==> src/rtl/hand_if.sv <==
// Controller <-> hand datapath bus: card value, slot load strobes, and the
// score / pcard3 / seven-segment / load-error results coming back.
interface hand_if;
    logic [3:0] new_card;
    logic       load_pcard1, load_pcard2, load_pcard3;
    logic       load_dcard1, load_dcard2, load_dcard3;
    logic [3:0] pcard3;
    logic [3:0] pscore;
    logic [3:0] dscore;
    logic [6:0] HEX0, HEX1, HEX2, HEX3, HEX4, HEX5;
    logic       load_err;

    // Round controller / card source side.
    modport master (
        output new_card,
        output load_pcard1, load_pcard2, load_pcard3,
        output load_dcard1, load_dcard2, load_dcard3,
        input  pcard3, pscore, dscore,
        input  HEX0, HEX1, HEX2, HEX3, HEX4, HEX5,
        input  load_err
    );

    // Datapath side.
    modport slave (
        input  new_card,
        input  load_pcard1, load_pcard2, load_pcard3,
        input  load_dcard1, load_dcard2, load_dcard3,
        output pcard3, pscore, dscore,
        output HEX0, HEX1, HEX2, HEX3, HEX4, HEX5,
        output load_err
    );
endinterface

==> src/rtl/hand_datapath.sv <==
// Baccarat hand datapath: six card slots (player 1-3, dealer 1-3) loaded from
// new_card on controller strobes, combinational mod-10 hand scores, pcard3
// export and per-slot seven-segment decode.
// Optional: define HAND_DATAPATH_LOAD_CHECK_EN to build the sticky load_err
// protocol checker (multi-strobe, reload of occupied slot, invalid card).

// One card slot: register plus its seven-segment decode.
module hand_slot #(
    parameter logic [6:0] BLANK_SEG = 7'b1111111
) (
    input  logic       slow_clock,
    input  logic       resetb,
    input  logic       load,
    input  logic [3:0] new_card,
    output logic [3:0] value,
    output logic [6:0] seg
);
    // Slot register: reset wins over load; otherwise hold.
    always_ff @(posedge slow_clock) begin
        if (!resetb)
            value <= 4'd0;
        else if (load)
            value <= new_card;
    end

    // Active-low {g,f,e,d,c,b,a} glyph for the held card; empty/invalid blank.
    always_comb begin
        seg = BLANK_SEG;
        case (value)
            4'd1:    seg = 7'b0001000; // A
            4'd2:    seg = 7'b0100100;
            4'd3:    seg = 7'b0110000;
            4'd4:    seg = 7'b0011001;
            4'd5:    seg = 7'b0010010;
            4'd6:    seg = 7'b0000010;
            4'd7:    seg = 7'b1111000;
            4'd8:    seg = 7'b0000000;
            4'd9:    seg = 7'b0010000;
            4'd10:   seg = 7'b1000000; // shown as 0
            4'd11:   seg = 7'b1100001; // J
            4'd12:   seg = 7'b0011000; // q
            4'd13:   seg = 7'b0001001; // H (king)
            default: seg = BLANK_SEG;
        endcase
    end
endmodule

module hand_datapath #(
    parameter logic [6:0] BLANK_SEG = 7'b1111111
) (
    input  logic   slow_clock,
    input  logic   resetb,
    hand_if.slave  bus
);
    localparam int NUM_SLOTS = 6;

    // Slot order: 0..2 player cards 1..3, 3..5 dealer cards 1..3.
    logic [NUM_SLOTS-1:0]      load_vec;
    logic [NUM_SLOTS-1:0][3:0] slot_val;
    logic [NUM_SLOTS-1:0][6:0] slot_seg;

    assign load_vec = {bus.load_dcard3, bus.load_dcard2, bus.load_dcard1,
                       bus.load_pcard3, bus.load_pcard2, bus.load_pcard1};

    for (genvar i = 0; i < NUM_SLOTS; i++) begin : g_slot
        hand_slot #(.BLANK_SEG(BLANK_SEG)) u_slot (
            .slow_clock (slow_clock),
            .resetb     (resetb),
            .load       (load_vec[i]),
            .new_card   (bus.new_card),
            .value      (slot_val[i]),
            .seg        (slot_seg[i])
        );
    end

    // Baccarat point value: 1-9 count face value, tens/faces/invalid count 0.
    function automatic logic [3:0] card_pts(input logic [3:0] v);
        return (v >= 4'd1 && v <= 4'd9) ? v : 4'd0;
    endfunction

    // Three-card sum (max 27) folded to 0-9 by a single conditional subtract.
    function automatic logic [3:0] hand_score(input logic [3:0] a,
                                              input logic [3:0] b,
                                              input logic [3:0] c);
        logic [4:0] s;
        s = {1'b0, card_pts(a)} + {1'b0, card_pts(b)} + {1'b0, card_pts(c)};
        if (s >= 5'd20)
            s = s - 5'd20;
        else if (s >= 5'd10)
            s = s - 5'd10;
        return s[3:0];
    endfunction

    // Scores, pcard3 and displays come straight off the slot registers.
    always_comb begin
        bus.pscore = hand_score(slot_val[0], slot_val[1], slot_val[2]);
        bus.dscore = hand_score(slot_val[3], slot_val[4], slot_val[5]);
        bus.pcard3 = slot_val[2];
        bus.HEX0   = slot_seg[0];
        bus.HEX1   = slot_seg[1];
        bus.HEX2   = slot_seg[2];
        bus.HEX3   = slot_seg[3];
        bus.HEX4   = slot_seg[4];
        bus.HEX5   = slot_seg[5];
    end

`ifdef HAND_DATAPATH_LOAD_CHECK_EN
    logic [NUM_SLOTS-1:0] occupied;
    logic                 load_err_q;
    logic                 multi_hit, occ_hit, bad_card;

    // Protocol violations seen on this cycle's strobes.
    always_comb begin
        // x & (x-1) is nonzero exactly when two or more bits are set.
        multi_hit = |(load_vec & (load_vec - 6'd1));
        occ_hit   = |(load_vec & occupied);
        bad_card  = (|load_vec) &&
                    (bus.new_card == 4'd0 || bus.new_card >= 4'd14);
    end

    // Occupancy tracking and sticky error flag; loads proceed regardless.
    always_ff @(posedge slow_clock) begin
        if (!resetb) begin
            occupied   <= '0;
            load_err_q <= 1'b0;
        end else begin
            occupied <= occupied | load_vec;
            if (multi_hit || occ_hit || bad_card)
                load_err_q <= 1'b1;
        end
    end

    assign bus.load_err = load_err_q;
`else
    assign bus.load_err = 1'b0;
`endif

endmodule

==> src/flat_wrapper.sv <==
// flat-port wrapper written by rule: the top's interface ports become plain ports
module hand_datapath_flat 
#(
    parameter logic [6:0] BLANK_SEG = 7'b1111111
)
  (slow_clock, resetb, bus_new_card, bus_load_pcard1, bus_load_pcard2, bus_load_pcard3, bus_load_dcard1, bus_load_dcard2, bus_load_dcard3, bus_pcard3, bus_pscore, bus_dscore, bus_HEX0, bus_HEX1, bus_HEX2, bus_HEX3, bus_HEX4, bus_HEX5, bus_load_err);
  hand_if bus_i ();
  input  logic slow_clock;
  input  logic resetb;
  input wire logic [$bits(bus_i.new_card)-1:0] bus_new_card;
  input wire logic [$bits(bus_i.load_pcard1)-1:0] bus_load_pcard1;
  input wire logic [$bits(bus_i.load_pcard2)-1:0] bus_load_pcard2;
  input wire logic [$bits(bus_i.load_pcard3)-1:0] bus_load_pcard3;
  input wire logic [$bits(bus_i.load_dcard1)-1:0] bus_load_dcard1;
  input wire logic [$bits(bus_i.load_dcard2)-1:0] bus_load_dcard2;
  input wire logic [$bits(bus_i.load_dcard3)-1:0] bus_load_dcard3;
  output wire logic [$bits(bus_i.pcard3)-1:0] bus_pcard3;
  output wire logic [$bits(bus_i.pscore)-1:0] bus_pscore;
  output wire logic [$bits(bus_i.dscore)-1:0] bus_dscore;
  output wire logic [$bits(bus_i.HEX0)-1:0] bus_HEX0;
  output wire logic [$bits(bus_i.HEX1)-1:0] bus_HEX1;
  output wire logic [$bits(bus_i.HEX2)-1:0] bus_HEX2;
  output wire logic [$bits(bus_i.HEX3)-1:0] bus_HEX3;
  output wire logic [$bits(bus_i.HEX4)-1:0] bus_HEX4;
  output wire logic [$bits(bus_i.HEX5)-1:0] bus_HEX5;
  output wire logic [$bits(bus_i.load_err)-1:0] bus_load_err;
  assign bus_i.new_card = bus_new_card;
  assign bus_i.load_pcard1 = bus_load_pcard1;
  assign bus_i.load_pcard2 = bus_load_pcard2;
  assign bus_i.load_pcard3 = bus_load_pcard3;
  assign bus_i.load_dcard1 = bus_load_dcard1;
  assign bus_i.load_dcard2 = bus_load_dcard2;
  assign bus_i.load_dcard3 = bus_load_dcard3;
  assign bus_pcard3 = bus_i.pcard3;
  assign bus_pscore = bus_i.pscore;
  assign bus_dscore = bus_i.dscore;
  assign bus_HEX0 = bus_i.HEX0;
  assign bus_HEX1 = bus_i.HEX1;
  assign bus_HEX2 = bus_i.HEX2;
  assign bus_HEX3 = bus_i.HEX3;
  assign bus_HEX4 = bus_i.HEX4;
  assign bus_HEX5 = bus_i.HEX5;
  assign bus_load_err = bus_i.load_err;
  hand_datapath #(.BLANK_SEG(BLANK_SEG)) u_core (.slow_clock(slow_clock), .resetb(resetb), .bus(bus_i));
endmodule
==> config.mk <==
export PLATFORM = sky130hd
export DESIGN_NAME = hand_datapath_flat
export DESIGN_NICKNAME = d
export VERILOG_FILES = /design/src/rtl/hand_if.sv /design/src/rtl/hand_datapath.sv /design/src/flat_wrapper.sv
export SDC_FILE = /design/constraint.sdc
export NUM_CORES = 1
export LEC_CHECK = 0
export BUFFER_PORTS_ARGS = -buffer_cell sky130_fd_sc_hd__clkbuf_2
export CAP_MARGIN = 30
export CORE_ASPECT_RATIO = 0.7
export CORE_MARGIN = 5
export CORE_UTILIZATION = 45
export DETAILED_ROUTE_END_ITERATION = 10
export PLACE_DENSITY = 0.78
export SLEW_MARGIN = 20
export SYNTH_ARGS = -nofsm -noshare
export SYNTH_HDL_FRONTEND = slang
export SYNTH_SLANG_ARGS = --single-unit
==> constraint.sdc <==
create_clock -name slow_clock -period 9 [get_ports slow_clock]
set_clock_uncertainty 0.05 [all_clocks]
set_input_delay 0.9 -clock slow_clock [delete_from_list [all_inputs] [get_ports slow_clock]]
set_output_delay 0.9 -clock slow_clock [all_outputs]
set_load 0.05 [all_outputs]
==> results of run 1 <==
[how the worst min path moves through the flow]
stage | endpoint | cells after the start | slack [ns] | start
after floorplan | u_core.g_slot[1].u_slot.value[0]$_SDFFE_PN0P_ | 2 | 0.44 | u_core.g_slot[1].u_slot.value[0]$_SDFFE_PN0P_
after global placement | u_core.g_slot[1].u_slot.value[0]$_SDFFE_PN0P_ | 2 | 0.48 | u_core.g_slot[1].u_slot.value[0]$_SDFFE_PN0P_
after detailed placement | u_core.g_slot[3].u_slot.value[0]$_SDFFE_PN0P_ | 2 | 0.48 | u_core.g_slot[3].u_slot.value[0]$_SDFFE_PN0P_
after CTS | u_core.g_slot[1].u_slot.value[0]$_SDFFE_PN0P_ | 2 | 0.51 | u_core.g_slot[1].u_slot.value[0]$_SDFFE_PN0P_
after global routing | u_core.g_slot[1].u_slot.value[0]$_SDFFE_PN0P_ | 2 | 0.56 | u_core.g_slot[1].u_slot.value[0]$_SDFFE_PN0P_
final | u_core.g_slot[1].u_slot.value[0]$_SDFFE_PN0P_ | 2 | 0.50 | u_core.g_slot[1].u_slot.value[0]$_SDFFE_PN0P_
[cell type report]
class | count | area share, %
timing repair buffer | 65 | 6.75
sequential | 66 | 27.4
inverter | 55 | 4.33
clock inverter | 7 | 1.45
tap | 124 | 3.22
multi-input combinational | 310 | 52.2
clock buffer | 9 | 4.67
[worst max-delay path, cell delays in order, from the launching register on]
cell and delay (ns):
dfxtp_1 0.33, nor2b_1 0.15, fa_1 0.54, ha_1 0.19, inv_1 0.06, fa_1 0.40, xor2_2 0.30, inv_1 0.14
ha_1 0.23, nand3b_1 0.09, o21ai_1 0.10, o21ba_1 0.26, nor4_1 0.06, a211o_1 0.27, clkbuf_2 0.23
[state kept, by name (all words and copies together) (netlist names)]
| signal | flops |
|---|---|
| u_core.g_slot.u_slot.value | 24 |
| u_core.g_slot.u_slot.seg | 42 |
[power groups by stage]
stage / Clock, mW / Combinational, mW / Sequential (mW)
final: 0.345 / 0.375 / 0.339
after global routing: 0.370 / 0.406 / 0.342
after CTS: 0.351 / 0.376 / 0.339
after detailed placement: 0 / 0.374 / 0.345
after global placement: 0 / 0.365 / 0.343
after floorplan: 0 / 0.197 / 0.443
[logic make-up after synthesis]
group / Yosys count
and+or+nand+nor: 133
AOI/OAI and AO/OA: 80
DFF: 66
buffers and inverters: 60
adders and majority gates: 58
muxes: 33
xor gates and xnor gates: 5
other: 1
[placed cells by master, fill, tap and decap left out, types with 9 or more instances in the layout]
cell type   n
ha_1       48
mux2i_1    11
inv_1      42
clkbuf_16   9
clkbuf_2   65
fa_1       10
mux2_2     12
inv_2      12
o21ai_0    29
a21oi_1    11
nand2_1    42
dfxtp_1    66
nor2_1     27
nor2b_1    20
[layer usage]
layer / up-vias / track usage (%) / wire, µm
met5: - / 0 / 0
li1: 1612 / - / -
met3: 11 / 6.07 / 616
met2: 92 / 27.1 / 3940
met1: 1486 / 21.5 / 4040
met4: 0 / 5.03 / 106
[synthesized netlist by cell type (all sizes together), types with 2 or more instances]
cell type / instances
ha: 48
nand3: 5
nand2: 50
inv: 55
o21ai: 32
mux4: 5
dfxtp: 66
xor2: 3
a211o: 2
nor3b: 7
o22ai: 4
a21boi: 3
o21ba: 2
mux2i: 11
nor3: 6
a31o: 3
o311a: 2
a31oi: 3
a21o: 3
nor2: 28
fa: 10
a21oi: 11
buf: 4
nor2b: 20
mux2: 17
nand2b: 7
xnor2: 2
a211oi: 8
and2: 6
[stage by stage]
| step | area, µm² | power (mW) | utilization [%] | hold slack [ns] |
|---|---|---|---|---|
| final | 4820 | 1.06 | 53.8 | 0.497 |
| after global routing | 4820 | 1.12 | 53.8 | 0.562 |
| after CTS | 4820 | 1.07 | 53.8 | 0.510 |
| after detailed placement | 4530 | 0.719 | 50.5 | 0.483 |
| after global placement | 4530 | 0.708 | 50.5 | 0.476 |
| after floorplan | 4080 | 0.640 | - | 0.444 |
==> results.cfg, run 1 <==
[outcome]
status = finished, final reports clean

[sta]
timing.final.ws_setup_ns = 4.36
slew_violations = 0
post-route-min-period_ns = 4.64
setup_viol = 0
slew_headroom_pct = 50.5
period_share_pct = 51.6
fmax_mhz = 215
setup_tns_ns = 0
hold_viol_final = 0
tightest_slew_ns = 0.743
rsz0062_at_grt = no

[floorplanning]
core_mm2 = 0.00896
num_rows = 29
die_y_um = 89.6
start_util_pct = 45.5
die_x_um = 124
ios = 67
die_area_mm2 = 0.0111

[logic_synthesis]
syn-num-nets = 506
synth_warnings = 0
synth_top_family_by_area = adder cells
ys_seq_area_share_pct = 32.4
yosys.area.top_type = dfxtp_1
synth_xor_area_share_pct = 1.44
synth-seq-cells = 66
muxShareOfSynthArea_pct = 10.5
async_reset_ff_share_pct = 0
synth_cell_types = 57
synth_area_leaders = dfxtp_1 32%, ha_1 15%, fa_1 4.9%
synth_area_mm2 = 0.00408
synth-edff-count = 0
yosys.area_share.simple_pct = 16.8
yosys.area_share.adder_pct = 19.6
postSynthAreaPerCell_um2 = 9.35
synth_top_flop_cell = dfxtp_1
synth_top_area_share_pct = 32.4
syn_inst = 436
synth_compound_area_share_pct = 13.2

[layout]
area_growth_pct = 18.3
regArea_mm2 = 0.00132
multi_input_area_mm2 = 0.00252
num-fill-cells = 844
drive_gt1_share_pct = 25.6
fin_nets = 577
insertedDiodeCount = 0
stdcell_count = 636

[cts]
post_cts_resized = 0
clkLatencyLatePin_ns = 0.33
cts_tree = yes
clk_pin_slew_worst_paths_ns = 0.06
cts_sinks = 66
cts_buffer_depth = 2
ctsHoldBuffers = 0
htree_levels = 3
numCtsBuffers = 9
clockRootBuffer = clkbuf_16
post_cts_buffers = 0

[critical_path]
crit_end = bus_dscore[3]
crit_start = u_core.g_slot[5].u_slot.value[1]$_SDFFE_PN0P_
rr_endpoint = u_core.g_slot[2].u_slot.seg[4]$_DFF_P_
start_kind = flop
ff2ff_path_depth = 6
cp.arrival_ns = 3.69
worstPathRequired_ns = 8.05
worstReg2RegStart = u_core.g_slot[2].u_slot.value[1]$_SDFFE_PN0P_
criticalPathCategory = reg2out
endpoint_kind = output pin
r2r_setup_slack_ns = 6.88
cp_max_fo = 4

[place]
dp_slack_ns = 4.77
gp_congestion = 0.843
hpwlAfterDp_mm = 6.60
portBuffers = 65
dp.cells = 620

[global_route]
grt_usage_pct = 16.9
antenna_found_initial = 0
grt_pass1_vias = 3100
grt-ovfl-total = 0
grt_max_degree = 32
grt_pass1_wl_mm = 14.7

[power_and_ir_drop]
swShare_pct = 39.1
ir_worst_vdd_mv = 0.0893
p_switching_mw = 0.414
p_int_mw = 0.644
pwr-share-clk_pct = 32.6
p_leak_nw = 2.41
p_comb_share_pct = 35.4
power_density_mw_per_mm2 = 220
p_seq_share_pct = 32.0

[route]
routed_wl_mm = 8.70
route.antenna.remaining_nets = 0
drcViolationCount = 0
initialDrtViolationCount = 195
dr.pass1.iters = 7
wire_per_inst_um = 13.7
via_per_inst = 5.03
via_count = 3201

[min_path]
hp-class = reg2reg

[flow_run]
max_cap_viol_count = 0
(Power assumes the default switching activity.)
==> run 2: changes to the inputs <==
==> constraint.sdc (replaced) <==
create_clock -name slow_clock -period 4.6 [get_ports slow_clock]
set_clock_uncertainty 0.05 [all_clocks]
set_input_delay 0.46 -clock slow_clock [delete_from_list [all_inputs] [get_ports slow_clock]]
set_output_delay 0.46 -clock slow_clock [all_outputs]
set_load 0.05 [all_outputs]
==> results.cfg, run 2 (synthesis results as in run 1) <==
[sta]
hold_viol_final = 0
setup_viol = 0
setup_tns_ns = 0
slew_headroom_pct = 49.7
post-route-min-period_ns = 4.17
period_share_pct = 90.7
rsz0062_at_grt = no
timing.final.ws_setup_ns = 0.428
slew_violations = 0
tightest_slew_ns = 0.754
fmax_mhz = 240

[floorplanning]
num_rows = 29
core_mm2 = 0.00896
start_util_pct = 45.5
die_x_um = 124
ios = 67
die_area_mm2 = 0.0111
die_y_um = 89.6

[layout]
area_growth_pct = 19.4
insertedDiodeCount = 0
drive_gt1_share_pct = 25.6
final_common_cell = dfxtp_1
fin_nets = 577
num-fill-cells = 851
largest_register_ffs = 42
regArea_mm2 = 0.00132
design_area_mm2 = 0.00487
fin_util_pct = 54.3
multi_input_area_mm2 = 0.00252
final_cell_mix = 66 x dfxtp_1, 65 x clkbuf_2, 48 x ha_1

[critical_path]
start_kind = flop
r2r_setup_slack_ns = 2.48
ff2ff_path_depth = 6
cpMaxStageDelayCell = fa_1
cp_max_fo = 5
endpoint_kind = output pin
worstPathRequired_ns = 4.09
worstReg2RegStart = u_core.g_slot[2].u_slot.value[1]$_SDFFE_PN0P_
criticalPathCategory = reg2out
slowest_delay_ns = 0.55
rr_endpoint = u_core.g_slot[2].u_slot.seg[4]$_DFF_P_
cp.arrival_ns = 3.66
path_cells = nor2b_1 > fa_1 > ha_1 > inv_1 > fa_1 > xor2_2 > inv_1 > ha_1 > nand3b_1 > o21ai_1 > o21ba_1 > nor4_1 > a211o_1 > clkbuf_2

[place]
dp_slack_ns = 0.818
place_area_mm2 = 0.00453
gp_congestion = 0.843
portBuffers = 65
hpwlAfterDp_mm = 6.61

[cts]
post_cts_resized = 0
clockRootBuffer = clkbuf_16
numCtsBuffers = 9
clkLatencyLatePin_ns = 0.33
cts_tree = yes
clk_pin_slew_worst_paths_ns = 0.06
cts_buffer_depth = 2
cts_sinks = 66
htree_levels = 3
post_cts_buffers = 0
ctsHoldBuffers = 0

[global_route]
grt_max_degree = 32
antenna_found_initial = 0
grt_usage_pct = 16.8
grt_pass1_wl_mm = 14.7
grt_pass1_vias = 3100
grt-ovfl-total = 0

[min_path]
hold_end = u_core.g_slot[0].u_slot.value[1]$_SDFFE_PN0P_
worstHoldStart = bus_load_pcard1
hp-class = in2reg
holdPathStages = 3

[route]
via_per_inst = 4.97
routed_wl_mm = 8.65
route.antenna.remaining_nets = 0
wire_per_inst_um = 13.6
dr.pass1.iters = 4
drcViolationCount = 0
via_count = 3162
initialDrtViolationCount = 142

[flow_run]
max_cap_viol_count = 0

[power_and_ir_drop]
p_seq_share_pct = 30.4
p_comb_share_pct = 33.7
ir_worst_vdd_mv = 0.229
power_mw = 2.18
p_leak_nw = 2.43
p_switching_mw = 0.809
pwr-share-clk_pct = 35.9
swShare_pct = 37.1
p_int_mw = 1.37
power_density_mw_per_mm2 = 448

[outcome]
status = finished, final reports clean
run 2: cell count changes in the layout (fill, tap and decap cells not counted), sizes merged:
cell	before	now
bufinv	1	3
clkinv	5	1
clkinvlp	1	3
run 2: how the worst max path moves through the flow:
stage,start,depth (start not counted),end,slack [ns]
after floorplan,u_core.g_slot[2].u_slot.value[3]$_SDFFE_PN0P_,11,bus_pscore[2],0.14
after global placement,u_core.g_slot[5].u_slot.value[1]$_SDFFE_PN0P_,14,bus_dscore[3],0.99
after detailed placement,u_core.g_slot[5].u_slot.value[1]$_SDFFE_PN0P_,14,bus_dscore[3],0.82
after CTS,u_core.g_slot[5].u_slot.value[1]$_SDFFE_PN0P_,14,bus_dscore[3],0.45
after global routing,u_core.g_slot[5].u_slot.value[3]$_SDFFE_PN0P_,14,bus_dscore[3],0.22
final,u_core.g_slot[5].u_slot.value[3]$_SDFFE_PN0P_,14,bus_dscore[3],0.43
run 2: layout make-up:
class                      instances  area share (%)
clock inverter                     7            2.42
inverter                          55            4.29
tap                              124            3.19
timing repair buffer              65            6.68
multi-input combinational        310            51.7
sequential                        66            27.1
clock buffer                       9            4.62
run 2: power groups by stage:
stage / combinational [mW] / sequential [mW] / clock (mW)
final: 0.734 / 0.663 / 0.783
after global routing: 0.794 / 0.670 / 0.830
after CTS: 0.736 / 0.663 / 0.798
after detailed placement: 0.732 / 0.675 / 0
after global placement: 0.714 / 0.672 / 0
after floorplan: 0.385 / 0.867 / 0
run 2: critical path, delay by kind of cell, from the launching register on:
family / cells / cell delay [ns]
buffers and inverters: 3 / 0.44
xor gates and xnor gates: 1 / 0.28
and+or+nand+nor: 3 / 0.23
adders and majority gates: 4 / 1.37
AOI/OAI and AO/OA: 3 / 0.62
DFF: 1 / 0.38
run 2: metal layers:
layer | share of wire [%] | wire [µm] | vias to the layer above | global-route usage [%]
met4 | 1.2 | 102 | 0 | 5.43
met2 | 45 | 3920 | 78 | 27.2
met5 | 0 | 0 | - | 0
met1 | 47 | 4070 | 1463 | 21.2
li1 | - | - | 1611 | -
met3 | 6.4 | 554 | 10 | 5.76
run 2: stage by stage:
step,instances,hold WS (ns)
2_1_floorplan,436,0.444
3_3_place_gp,620,0.476
3_5_place_dp,620,0.488
4_1_cts,636,0.435
5_1_grt,636,0.468
6_report,636,0.449
